[config.mk]
export PLATFORM = sky130hd
export DESIGN_NAME = bus_interconnect
export DESIGN_NICKNAME = d
export VERILOG_FILES = /design/src/rtl/bus_interconnect.sv
export SDC_FILE = /design/constraint.sdc
export NUM_CORES = 1
export LEC_CHECK = 0
export ABC_AREA = 0
export CORE_AREA = 2 2 161 163
export CTS_BUF_LIST = sky130_fd_sc_hd__clkbuf_4 sky130_fd_sc_hd__clkbuf_8 sky130_fd_sc_hd__clkbuf_16
export CTS_CLUSTER_DIAMETER = 100
export CTS_CLUSTER_SIZE = 8
export DETAILED_ROUTE_END_ITERATION = 8
export DIE_AREA = 0 0 163 165
export SYNTH_ARGS = -nofsm -noshare
export SYNTH_HDL_FRONTEND = slang
export SYNTH_SLANG_ARGS = --single-unit
[constraint.sdc]
create_clock -name clk -period 5.75 [get_ports clk]
set_input_delay 1.15 -clock clk [delete_from_list [all_inputs] [get_ports clk]]
set_output_delay 1.15 -clock clk [all_outputs]
set_load 0.02 [all_outputs]
[src/rtl/bus_interconnect.sv]
// Round-robin arbitrated, address-decoded interconnect between bus masters and slaves,
// with an error response for unmapped regions and a per-transfer timeout.
module bus_interconnect #(
    parameter int N_MASTERS = 2,
    parameter int N_SLAVES  = 4,
    parameter int ADDR_W    = 32,
    parameter int DATA_W    = 32,
    parameter int DEC_HI    = 31,
    parameter int DEC_LO    = 28,
    parameter logic [N_SLAVES*(DEC_HI-DEC_LO+1)-1:0] SLAVE_BASE = {4'h3, 4'h2, 4'h1, 4'hF},
    parameter int TIMEOUT   = 255
) (
    input  logic                        clk,
    input  logic                        rst,
    input  logic [N_MASTERS-1:0]        m_breq,
    output logic [N_MASTERS-1:0]        m_bgnt,
    input  logic [N_MASTERS-1:0]        m_bstart,
    input  logic [N_MASTERS-1:0]        m_we,
    input  logic [N_MASTERS*ADDR_W-1:0] m_addr,
    input  logic [N_MASTERS*DATA_W-1:0] m_wdata,
    input  logic [N_MASTERS*2-1:0]      m_tsize,
    output logic [N_MASTERS*DATA_W-1:0] m_rdata,
    output logic [N_MASTERS-1:0]        m_bdone,
    output logic [N_MASTERS-1:0]        m_berror,
    output logic [N_SLAVES-1:0]         s_ss,
    output logic                        s_bstart,
    output logic                        s_we,
    output logic [ADDR_W-1:0]           s_addr,
    output logic [DATA_W-1:0]           s_wdata,
    output logic [1:0]                  s_tsize,
    input  logic [N_SLAVES*DATA_W-1:0]  s_rdata,
    input  logic [N_SLAVES-1:0]         s_bdone,
    input  logic [N_SLAVES-1:0]         s_berror
);
    localparam int RW = DEC_HI - DEC_LO + 1;
    localparam int MW = (N_MASTERS > 1) ? $clog2(N_MASTERS) : 1;
    localparam int SW = (N_SLAVES > 1) ? $clog2(N_SLAVES) : 1;
    localparam int TW = $clog2(TIMEOUT + 1);
    localparam logic [TW-1:0] TLAST = TW'(TIMEOUT - 1);
    localparam logic [MW-1:0] MLAST = MW'(N_MASTERS - 1);

    typedef enum logic [1:0] {IDLE, GRANTED, XFER, DERR} state_t;

    state_t            state;
    logic [MW-1:0]     owner;
    logic [MW-1:0]     rr_ptr;
    logic [MW-1:0]     pick;
    logic [SW-1:0]     sel;
    logic [SW-1:0]     hit_idx;
    logic [SW-1:0]     fwd_sel;
    logic [TW-1:0]     tcnt;
    logic              hit;
    logic              fwd;
    logic              timeout;
    logic [ADDR_W-1:0] own_addr;

    // First requester at or after ptr, wrapping.
    function automatic logic [MW-1:0] rr_pick(input logic [N_MASTERS-1:0] req,
                                              input logic [MW-1:0] ptr);
        logic [MW-1:0] r;
        int idx;
        r = ptr;
        for (int i = N_MASTERS - 1; i >= 0; i--) begin
            idx = (int'(ptr) + i) % N_MASTERS;
            if (req[idx]) r = MW'(idx);
        end
        return r;
    endfunction

    // {hit, index}; lowest matching slave index wins.
    function automatic logic [SW:0] decode(input logic [RW-1:0] region);
        logic [SW:0] r;
        r = '0;
        for (int i = N_SLAVES - 1; i >= 0; i--) begin
            if (SLAVE_BASE[i*RW +: RW] == region) r = {1'b1, SW'(i)};
        end
        return r;
    endfunction

    always_comb begin
        own_addr       = m_addr[owner*ADDR_W +: ADDR_W];
        {hit, hit_idx} = decode(own_addr[DEC_HI:DEC_LO]);
        pick           = rr_pick(m_breq, rr_ptr);
        timeout        = (tcnt == TLAST);
    end

    // The bstart cycle of a mapped transfer is forwarded immediately so a
    // zero-wait slave can complete in the same cycle.
    always_comb begin
        m_rdata  = '0;
        m_bdone  = '0;
        m_berror = '0;
        s_ss     = '0;
        s_bstart = 1'b0;
        s_we     = 1'b0;
        s_addr   = '0;
        s_wdata  = '0;
        s_tsize  = '0;
        fwd      = 1'b0;
        fwd_sel  = sel;
        case (state)
            GRANTED: begin
                if (m_bstart[owner] && hit) begin
                    fwd      = 1'b1;
                    fwd_sel  = hit_idx;
                    s_bstart = 1'b1;
                end
            end
            XFER: fwd = 1'b1;
            DERR: begin
                m_bdone[owner]  = 1'b1;
                m_berror[owner] = 1'b1;
            end
            default: ;
        endcase
        if (fwd) begin
            s_ss[fwd_sel] = 1'b1;
            s_we          = m_we[owner];
            s_addr        = own_addr;
            s_wdata       = m_wdata[owner*DATA_W +: DATA_W];
            s_tsize       = m_tsize[owner*2 +: 2];
            m_rdata[owner*DATA_W +: DATA_W] = s_rdata[fwd_sel*DATA_W +: DATA_W];
            m_bdone[owner]  = s_bdone[fwd_sel];
            m_berror[owner] = s_bdone[fwd_sel] & s_berror[fwd_sel];
            if (state == XFER && timeout && !s_bdone[sel]) begin
                m_bdone[owner]  = 1'b1;
                m_berror[owner] = 1'b1;
            end
        end
    end

    always_ff @(posedge clk) begin
        if (rst) begin
            state  <= IDLE;
            owner  <= '0;
            rr_ptr <= '0;
            sel    <= '0;
            tcnt   <= '0;
            m_bgnt <= '0;
        end else begin
            case (state)
                IDLE: begin
                    if (|m_breq) begin
                        owner  <= pick;
                        m_bgnt <= N_MASTERS'(1) << pick;
                        state  <= GRANTED;
                    end
                end
                GRANTED: begin
                    // A start always beats a simultaneous request drop.
                    if (m_bstart[owner]) begin
                        if (hit) begin
                            sel  <= hit_idx;
                            tcnt <= '0;
                            if (!s_bdone[hit_idx]) state <= XFER;
                        end else begin
                            state <= DERR;
                        end
                    end else if (!m_breq[owner]) begin
                        m_bgnt <= '0;
                        rr_ptr <= (owner == MLAST) ? '0 : owner + 1'b1;
                        state  <= IDLE;
                    end
                end
                XFER: begin
                    tcnt <= tcnt + 1'b1;
                    if (s_bdone[sel] || timeout) state <= GRANTED;
                end
                DERR: state <= GRANTED;
                default: state <= IDLE;
            endcase
        end
    end

endmodule

* Word-level counts from Yosys, hierarchy flattened
Index checks and enable logic that the tools add are counted.
Cells by class: add/sub/neg operators 4, $lt $le $gt $ge 8, equality and inequality tests 16, shift-type cells 7, muxes and demuxes 61, bitwise logic cells 7, reduce and logical (&&, ||, !) cells 17
Operator list (count):
- $shiftx A128 B8 Y32 | 1
- $shiftx A64 B7 Y32 | 2
- $and A64 B64 Y64 | 1
- $mux W32 | 2
- $mux W64 | 1
- $shift A32 B34 Y64 const A | 1
- $shiftx A32 B34 Y64 | 1
- $neg A6 Y34 | 1
- $mux W2 | 16
- $mux W1 | 23
- $mux W8 | 2
- $pmux W8 S2 | 1
- $lt A2 B3 Y1 const B | 4
- $mux W3 | 4
- $ne A2 B2 Y1 const B | 5
- $reduce_and A3 Y1 | 3
- $add A8 B1 Y8 const B | 1
- $bmux W1 S2 | 4
- $eq A2 B4 Y1 const A | 2
- $eq A8 B8 Y1 const B | 1
- $pmux W2 S4 | 1
- $reduce_and A4 Y1 | 2
- $logic_and A1 B1 Y1 | 5
- $bwmux W2 | 2
- 28 further kinds | 34
Storage, ports and cells: flip-flop bits (word level) 16, input bits 276, output and inout bits 142, logic and storage cells 126

* Logic depth before layout (Yosys ltp)
Gate-level depths: netlist of the first run.
depth after elaboration 16, gate-level depth with buffers 12, mapped depth without buffers 9

* Least setup slack after synthesis of the first run
Ideal clock, no wire load.
path type input -> output, start point input m_addr[30], end point output m_berror[0], arrival 3019 ps, required time 4600 ps, setup slack 1581 ps, cell stages on the path 7, path buffers 0, path through mux2_4 -> or4_1 -> o211ai_1 -> and4_1 -> a31oi_1 -> a31o_1 -> nor3_1
On the way: longest elaborated chain between the ends 16, elaborated cells on any way between the ends 23, those cells by class eq/ne: 4; shift: 1; mux: 15; bitwise: 2; reduce/logical: 1
RTL lines:
- from (decl) | RTL line 19 | input logic [N_MASTERS*ADDR_W-1:0] m_addr,
- $shiftx A64 B7 Y32 * | RTL line 81 | own_addr = m_addr[owner*ADDR_W +: ADDR_W];
- $eq A2 B4 Y1 | RTL line 75 | if (SLAVE_BASE[i*RW +: RW] == region) r = {1'b1, SW'(i)};
- $mux W3 (3 in a row) | RTL line 75
- $mux W3 * | RTL line 75
- $logic_and A1 B1 Y1 | RTL line 103 | if (m_bstart[owner] && hit) begin
- $mux W2 | RTL line 103
- $mux W2 | RTL line 101 | case (state)
- $bmux W1 S2 | RTL line 124 | m_berror[owner] = s_bdone[fwd_sel] & s_berror[fwd_sel];
- $mux W1 (implied by the code) | RTL line 124
- $and A1 B1 Y1 | RTL line 124
- $bwmux W2 | RTL line 124
- $or A2 B2 Y2 (no line)
- $mux W2 | RTL line 125 | if (state == XFER && timeout && !s_bdone[sel]) begin
- $mux W2 * | RTL line 116 | if (fwd) begin
- to (decl) | RTL line 24 | output logic [N_MASTERS-1:0] m_berror,
Every way passes the cells marked *; elsewhere a longest branch is shown, timed or not. The select of a mux whose other input is x is not followed.

* Worst setup path after layout of the first run
start point input m_addr[31], end point output m_rdata[29]
On the way: longest elaborated chain between the ends 13, elaborated cells on any way between the ends 18, those cells by class eq/ne: 4; shift: 3; mux: 9; bitwise: 1; reduce/logical: 1
RTL lines:
- $shiftx A64 B7 Y32 * | RTL line 81
- $eq A2 B4 Y1 | RTL line 75
- $mux W3 (3 in a row) | RTL line 75
- $mux W3 * | RTL line 75
- $logic_and A1 B1 Y1 | RTL line 103
- $mux W2 | RTL line 103
- $mux W2 | RTL line 101
- $shiftx A128 B8 Y32 | RTL line 122 | m_rdata[owner*DATA_W +: DATA_W] = s_rdata[fwd_sel*DATA_W +: DATA_W];
- $shiftx A32 B34 Y64 | RTL line 122
- $and A64 B64 Y64 (no line)
- $mux W64 * | RTL line 116
- to (decl) | RTL line 22 | output logic [N_MASTERS*DATA_W-1:0] m_rdata,
Every way passes the cells marked *; elsewhere a longest branch is shown, timed or not.

==> results of run 1 <==
cell families (layout without fill, tap and decap cells):
family                   Yosys count  after routing  share of synthesized area
AO/OA/AOI/OAI                     84             84                      0.147
XOR/XNOR                           4              4                    0.00928
adder cells (fa/ha/maj)            7              7                     0.0225
buffers and inverters             53            448                     0.0839
flip-flops                        16             16                     0.0849
multiplexers                     141            141                      0.398
other                              0              2                          0
AND/OR/NAND/NOR                  232            232                      0.254
layer usage:
metal | vias to the layer above | share of wire | global-route usage
li1 | 2662 | - | -
met1 | 2375 | 0.38 | 0.163
met2 | 273 | 0.54 | 0.290
met3 | 11 | 0.070 | 0.0236
met4 | 0 | 0.013 | 0.0290
met5 | - | 0 | 0
worst max-delay path: stages:
cell	delay [ns]
clkdlybuf4s50_1	0.47
mux2_2	0.35
a211oi_2	0.29
a311o_2	0.45
buf_12	0.24
mux2_2	0.34
o21ai_1	0.25
nor2_1	0.09
clkdlybuf4s50_1	0.54
path summary, 6_finish.rpt:
path,from,endpoint,slack (ns),depth (start not counted)
worst max-delay path,m_addr[31],m_rdata[29],0.38,9
worst min-delay path,tcnt[0],tcnt[0],0.48,2
worst max register to register,owner,tcnt[3],3.13,8
worst min register to register,tcnt[0],tcnt[0],0.48,2
report_power, final:
part | switching [mW] | total [mW] | internal [mW]
logic | 0.320 | 0.714 | 0.394
clock network | 0.0457 | 0.144 | 0.0988
registers | 0.0106 | 0.130 | 0.119
total | 0.376 | 0.988 | 0.612
final cells by class:
type / instances / area (sq um)
fillers: 2694 / 16700
well taps: 330 / 413
diodes: 2 / 5.00
clock buffers: 4 / 82.6
multi-input cells: 468 / 3150
flip-flops and latches: 16 / 324
inverters: 12 / 50.0
repair buffers: 432 / 4340
cell usage in the layout, fill, tap and decap left out, types with 2 or more instances in the layout:
cell type,count
nand2b_1,3
nand4_1,3
a32oi_1,2
clkbuf_16,3
mux2_4,2
o21ai_0,9
a31oi_1,5
xor2_1,4
o21ai_1,23
nor3_1,5
dfxtp_1,15
mux2i_1,102
o31ai_1,2
mux2i_4,2
o2111ai_1,3
a21oi_1,10
inv_1,10
nand2_1,47
diode_2,2
nor2_1,152
and3_1,4
mux2_2,34
o211ai_1,5
buf_4,11
clkdlybuf4s50_1,417
and2_1,4
a211oi_1,3
nor2b_1,2
o21ai_2,11
nand4b_1,3
ha_1,6
buf_12,4
nand3_1,3
through the flow:
step | setup slack (ns) | util | instance area [sq um] | std cells
2_1_floorplan | 1.58 | - | 3770 | 537
3_3_place_gp | 0.429 | 0.330 | 8270 | 1258
3_5_place_dp | 0.402 | 0.330 | 8270 | 1258
4_1_cts | 0.390 | 0.334 | 8350 | 1262
5_1_grt | 0.216 | 0.334 | 8350 | 1263
6_report | 0.383 | 0.334 | 8360 | 1264
state kept, by name (all words and copies together), names as in the netlist:
register	flops
tcnt	8
m_bgnt	2
sel	2
state	2
owner	1
rr_ptr	1
==> metrics, run 1 <==
status=finished, final reports clean; most common cell in the netlist=nor2_1; total die area=0.0269 sq mm; Slew headroom=0.508; die width=163 microns; Crit Path Class=primary input to output port; DRC viols=0; Distinct cells, synth=54; Async SR Flop Fraction=0; Final period util=0.933; initial antenna violation count=2; worst slew pin tran=0.739 ns; CTS tree=built; vias per inst=4.21; largest net degree at the start of global routing=57; GR Util All Layers=0.146; peak supply drop=78.8 uV; Power Total=0.988 mW; layout cell share with drive strength beyond 1=0.0848; num rows=58; syn_nets=819; Clk Latency, worst-skew pair=0.25 ns; Synth area leader=mux2i_1; most common library cells after synthesis=nor2_1 (152), mux2i_1 (102), nand2_1 (47); Mapped Cells=537; hold_buf cts=0; initial cell density of the core=0.151; post-route minimum period=5.37 ns; Initial DRC Count=227; max cap viols=0; power per cell area=118 mW/mm^2; synth top area cells=mux2i_1 (27%), nor2_1 (15%), mux2_2 (10%), dfxtp_1 (8.5%), nand2_1 (4.7%); die height=165 microns; final wirelength=21,800 microns; Final TNS setup=0 ns; vias in the first global route=4,988; Top Ports=418; core area=0.0250 sq mm; Netlist Area Pre-Place=0.00377 sq mm; Mean Syn Cell Area=7.03 sq um; first-pass GRT wire length=30,100 microns; hold violation total from the final report=0; DRT Pass-1 Iters=4; Yosys warnings=0; CTS root buffer=clkbuf_16; Hold Crit Class=flip-flop to flip-flop; htree depth=1; Placer Congestion=0.814; detailed-route via count=5,321; worst clock skew=0.00567 ns; Post-synth top flop=dfxtp_1; Yosys top cell area share=0.271; HPWL Detailed=19,200 microns; Area growth, synth to finish=121%; fmax=186 MHz; post-route ant nets=0; final setup vio count=0; sequential share of the synthesized area=0.0849; WHS=0.484 ns; max-slew violation count=0; Critical Path RT=4.60 ns; synthesized flop and latch total=16; routed len/inst=17.3 microns; quantity of I/O buffers inserted on ports=417; clock tree buffer depth=2; Post-CTS Setup Inserts=0; Nets=1,215; Leak Pwr=2.97 nW; CP max FO=22; clk slew on worst S/H paths=0.05 ns; unrepaired setup endpoints after global routing=no; gr ovfl total=0; Clock Sink Count=16; post_cts resized=0; EDFF count, synth=0; Setup crit end kind=output port; crit path DAT=4.22 ns; CTS Buf Count=3; startpoint types=primary input
(Power assumes the default switching activity.)
==> run 2: changes to the inputs <==
--- a/config.mk
+++ b/config.mk
@@ -12,6 +12,7 @@
 export CTS_CLUSTER_SIZE = 8
 export DETAILED_ROUTE_END_ITERATION = 8
 export DIE_AREA = 0 0 163 165
+export REMOVE_ABC_BUFFERS = 1
 export SYNTH_ARGS = -nofsm -noshare
 export SYNTH_HDL_FRONTEND = slang
 export SYNTH_SLANG_ARGS = --single-unit
==> constraint.sdc (replaced) <==
create_clock -name clk -period 4.6 [get_ports clk]
set_input_delay 0.92 -clock clk [delete_from_list [all_inputs] [get_ports clk]]
set_output_delay 0.92 -clock clk [all_outputs]
set_load 0.02 [all_outputs]
==> run 2 against run 1 <==
Largest cell class unchanged. Global-route usage grew 0.25 points. Total power grew 31%. Sequential share of layout area shrank 0.14 points. Largest power group unchanged. Flip-flop and latch count is the same. Clock skew shrank 0.0031 ns. Combinational power grew 32%. First-iteration DRC count shrank 0.44%. Cell area grew 3.7%. Count of clock-buffer cells in the layout is the same. Worst hold slack is essentially flat.
==> metrics, run 2 (synthesized netlist as in run 1, its figures left out) <==
Placer Congestion=0.881; clock tree buffer depth=2; Leak Pwr=3.60 nW; fmax=223 MHz; final setup vio count=0; final wirelength=21,500 microns; Initial DRC Count=226; CP max FO=22; worst reg-to-reg path cell count=11; Area growth, synth to finish=130%; Hold Crit Class=flip-flop to flip-flop; Critical Path RT=3.68 ns; design area=0.00866 sq mm; CTS root buffer=clkbuf_16; CP Launch Point=m_addr[30]; Clock Sink Count=16; power per cell area=149 mW/mm^2; Final period util=0.976; CTS Buf Count=3; Final TNS setup=0 ns; max cap viols=0; r2r startpoint=owner; most common cell after layout, fill and taps aside=clkdlybuf4s50_1; clk slew on worst S/H paths=0.05 ns; reg2reg end=tcnt[3]; DRT Pass-1 Iters=4; initial cell density of the core=0.151; worst clock skew=0.00261 ns; Post-CTS Setup Inserts=0; first-pass GRT wire length=30,900 microns; critical path endpoint=s_wdata[1]; Nets=1,255; initial antenna violation count=2; crit path DAT=3.57 ns; detailed-route via count=5,417; quantity of I/O buffers inserted on ports=417; most flop-heavy register=tcnt; num rows=58; DRC viols=0; GR Util All Layers=0.149; Largest register FFs=8; Hold Crit Start=tcnt[5]; post-route minimum period=4.49 ns; gr ovfl total=0; R2R setup slack=2.15 ns; status=finished, final reports clean; die height=165 microns; core area=0.0250 sq mm; total die area=0.0269 sq mm; die width=163 microns; vias per inst=4.15; Top Ports=418; worst slew pin tran=0.655 ns; most frequent cells in the layout=clkdlybuf4s50_1 (343), nor2_1 (152), mux2i_1 (101); vias in the first global route=5,308; DP Area=0.00863 sq mm; post-route ant nets=0; hold violation total from the final report=0; startpoint types=primary input; Clk Latency, worst-skew pair=0.25 ns; Layout fillers=2,751; max-slew violation count=0; largest net degree at the start of global routing=63; layout cell share with drive strength beyond 1=0.130; Slew headroom=0.563; Setup crit end kind=output port; Crit Path Class=primary input to output port; CTS tree=built; htree depth=1; HPWL Detailed=18,900 microns; peak supply drop=141 uV; routed len/inst=16.5 microns
## run 2: cell type report
type                            count  area, sq um  area share
Inverter                           12         50.0     0.00578
Sequential cell                    16          324      0.0374
Timing Repair Buffer              472         4630       0.534
Tap cell                          330          413      0.0477
Antenna cell                        2         5.00    0.000578
Multi-Input combinational cell    468         3160       0.365
Clock buffer                        4         82.6     0.00953
## run 2: power breakdown
part	internal (mW)	switching, mW	total, mW
clock network	0.124	0.0598	0.183
logic	0.539	0.406	0.945
registers	0.149	0.0172	0.166
## run 2: stage by stage
stage           util  hold WS [ns]  power, mW  setup WS [ns]  cells
3_5_place_dp   0.345         0.480       1.12         -0.150   1298
5_1_grt        0.346         0.529       1.38        -0.0120   1304
6_report       0.346         0.484       1.29          0.110   1304
2_1_floorplan      -         0.452      0.636          -3.36    496
4_1_cts        0.345         0.487       1.30         0.0119   1302
3_3_place_gp   0.345         0.465       1.12         -0.120   1298
## run 2: worst max-delay path, cell delays in order
cell	delay [ns]
clkdlybuf4s50_1	0.46
mux2_4	0.31
buf_4	0.15
buf_4	0.14
nand3_1	0.10
a21oi_2	0.08
o21ai_2	0.18
inv_2	0.07
o21ai_4	0.16
buf_12	0.19
buf_12	0.17
nor2_1	0.06
clkdlybuf4s50_1	0.55
## run 2: worst min-delay path by stage
stage | end | slack [ns] | cells after the start
2_1_floorplan | tcnt[0] | 0.45 | 2
3_3_place_gp | tcnt[5] | 0.46 | 2
3_5_place_dp | tcnt[0] | 0.48 | 2
4_1_cts | tcnt[5] | 0.49 | 2
5_1_grt | tcnt[5] | 0.53 | 2
6_report | tcnt[5] | 0.48 | 2
## run 2: metal layers
metal  wire [microns]  vias to the layer above  global-route usage
li1                 -                     2739                   -
met1             8660                     2372               0.173
met2            10300                      284               0.273
met3             1880                       22              0.0344
met4              615                        0              0.0398
met5                0                        -                   0
## run 2: timing repair
| item | 4_1_cts | 5_1_grt |
|---|---|---|
| gates cloned | 0 | 0 |
| resized for setup | 66 | 6 |
| setup endpoints to repair | 65 | 42 |
| hold buffers | 0 | 0 |
| pin swaps | 0 | 1 |
==> run 3: changes to the inputs <==
--- a/config.mk
+++ b/config.mk
@@ -12,7 +12,6 @@
 export CTS_CLUSTER_SIZE = 8
 export DETAILED_ROUTE_END_ITERATION = 8
 export DIE_AREA = 0 0 163 165
-export REMOVE_ABC_BUFFERS = 1
 export SYNTH_ARGS = -nofsm -noshare
 export SYNTH_HDL_FRONTEND = slang
 export SYNTH_SLANG_ARGS = --single-unit
==> run 3 against run 2 <==
First-iteration DRC count decreased by 22%. Global-route usage increased by 0.46 points. Flip-flop and latch count unchanged. Largest power group unchanged. Core utilization about the same. Critical path depth unchanged. Critical endpoint unchanged. Combinational power decreased by 0.4%.
==> metrics, run 3 (synthesized netlist as in run 1, its figures left out) <==
HPWL Detailed=20,000 microns; Leak Pwr=3.78 nW; CTS tree=built; Clk Latency, worst-skew pair=0.25 ns; htree depth=1; vias in the first global route=5,491; gr ovfl total=0; GR Util All Layers=0.153; r2r startpoint=owner; Power Total=1.30 mW; Largest register FFs=8; max cap viols=0; most common cell after layout, fill and taps aside=clkdlybuf4s50_1; Crit Path Class=primary input to output port; peak supply drop=134 uV; routed len/inst=17.3 microns; worst hold path stage count=2; worst clock skew=0.00114 ns; hold violation total from the final report=0; final setup vio count=0; most flop-heavy register=tcnt; hold_buf cts=0; Slew headroom=0.290; Placer Congestion=0.805; CTS Buf Count=3; Final TNS setup=0 ns; Nets=1,251; crit path DAT=3.54 ns; Hold Crit Start=tcnt[5]; pre-CTS WS=-0.162 ns; reg2reg end=state[1]; Final period util=0.970; Initial DRC Count=177; Critical Path RT=3.68 ns; worst reg-to-reg path cell count=6; max-slew violation count=0; initial cell density of the core=0.151; layout cell share with drive strength beyond 1=0.138; setup ws final=0.136 ns; fmax=224 MHz; Hold Crit Class=flip-flop to flip-flop; CP max FO=22; startpoint types=primary input; Worst Hold End=tcnt[5]; Post-Layout Cell Count=1,300; most frequent cells in the layout=clkdlybuf4s50_1 (326), nor2_1 (152), mux2i_1 (102); first-pass GRT wire length=31,700 microns; num rows=58; DRC viols=0; die width=163 microns; dpl cells=1,291; clk slew on worst S/H paths=0.05 ns; clock tree buffer depth=2; initial antenna violation count=3; CTS root buffer=clkbuf_16; Clock Sink Count=16; Top Ports=418; total die area=0.0269 sq mm; quantity of I/O buffers inserted on ports=417; die height=165 microns; status=finished, final reports clean; worst slew pin tran=1.07 ns; core area=0.0250 sq mm; power per cell area=150 mW/mm^2; WHS=0.482 ns; Layout fillers=2,707; Setup crit end kind=output port; post-route minimum period=4.46 ns; R2R setup slack=1.96 ns; detailed-route via count=5,451; Area growth, synth to finish=129%; largest net degree at the start of global routing=69; post-route ant nets=0; DRT Pass-1 Iters=5; vias per inst=4.19; unrepaired setup endpoints after global routing=yes; final wirelength=22,500 microns
[run 3: cell types whose count changed in the layout (fill, tap and decap cells not counted), sizes merged]
cell           previous run  this run
clkdlybuf4s15             0         1
dlymetal6s2s              4        15
dlygate4sd2              65        61
clkdlybuf4s50           343       326
clkbuf                    4         5
buf                      60        64
[run 3: layer usage]
metal	part of all wire	GRT usage	up-vias	wire, microns
met2	0.54	0.312	283	12100
met3	0.078	0.0316	20	1750
met1	0.37	0.161	2419	8240
met4	0.016	0.0270	0	354
met5	0	0	-	0
li1	-	-	2729	-
[run 3: where the power goes]
part | switching [mW] | internal [mW] | total [mW] | leakage, nW
clock | 0.0572 | 0.132 | 0.189 | 0.0442
sequential | 0.0173 | 0.149 | 0.166 | 0.131
combinational | 0.410 | 0.531 | 0.941 | 3.61
total | 0.485 | 0.811 | 1.30 | 3.78
[run 3: metrics by stage]
stage          utilization  cell area [sq um]
2_1_floorplan            -               3770
3_3_place_gp         0.341               8550
3_5_place_dp         0.341               8550
4_1_cts              0.342               8570
5_1_grt              0.346               8650
6_report             0.346               8650
[run 3: how the worst max path moves through the flow]
stage | from | end | cells past startpoint
2_1_floorplan | m_addr[30] | m_berror[0] | 7
6_report | m_addr[62] | s_wdata[1] | 13
4_1_cts | m_addr[30] | m_rdata[45] | 11
3_3_place_gp | m_addr[30] | m_rdata[32] | 11
3_5_place_dp | m_addr[30] | m_rdata[32] | 11
5_1_grt | m_addr[30] | m_rdata[21] | 11
[run 3: critical path, cell delays in order]
cell             delay (ns)
clkdlybuf4s50_1        0.52
mux2_4                 0.21
buf_4                  0.13
buf_4                  0.11
nand3_1                0.07
a21oi_1                0.25
o21ai_2                0.11
inv_2                  0.08
o21ai_4                0.06
buf_12                 0.17
buf_12                 0.16
nor2_1                 0.11
clkdlybuf4s50_1        0.63
[run 3: repair_timing]
item,CTS,global route
setup endpoints to repair,62,31
gates resized for setup,64,27
hold endpoints to repair,0,0
pin swaps,1,2
setup buffers,1,2
[run 3: final cells by class]
type | count | area [sq um] | area share
Timing Repair Buffer | 468 | 4610 | 0.533
Clock buffer | 4 | 88.8 | 0.0103
Multi-Input combinational cell | 468 | 3160 | 0.366
Sequential cell | 16 | 324 | 0.0374
Antenna cell | 2 | 5.00 | 0.000578
Inverter | 12 | 50.0 | 0.00578
Tap cell | 330 | 413 | 0.0477
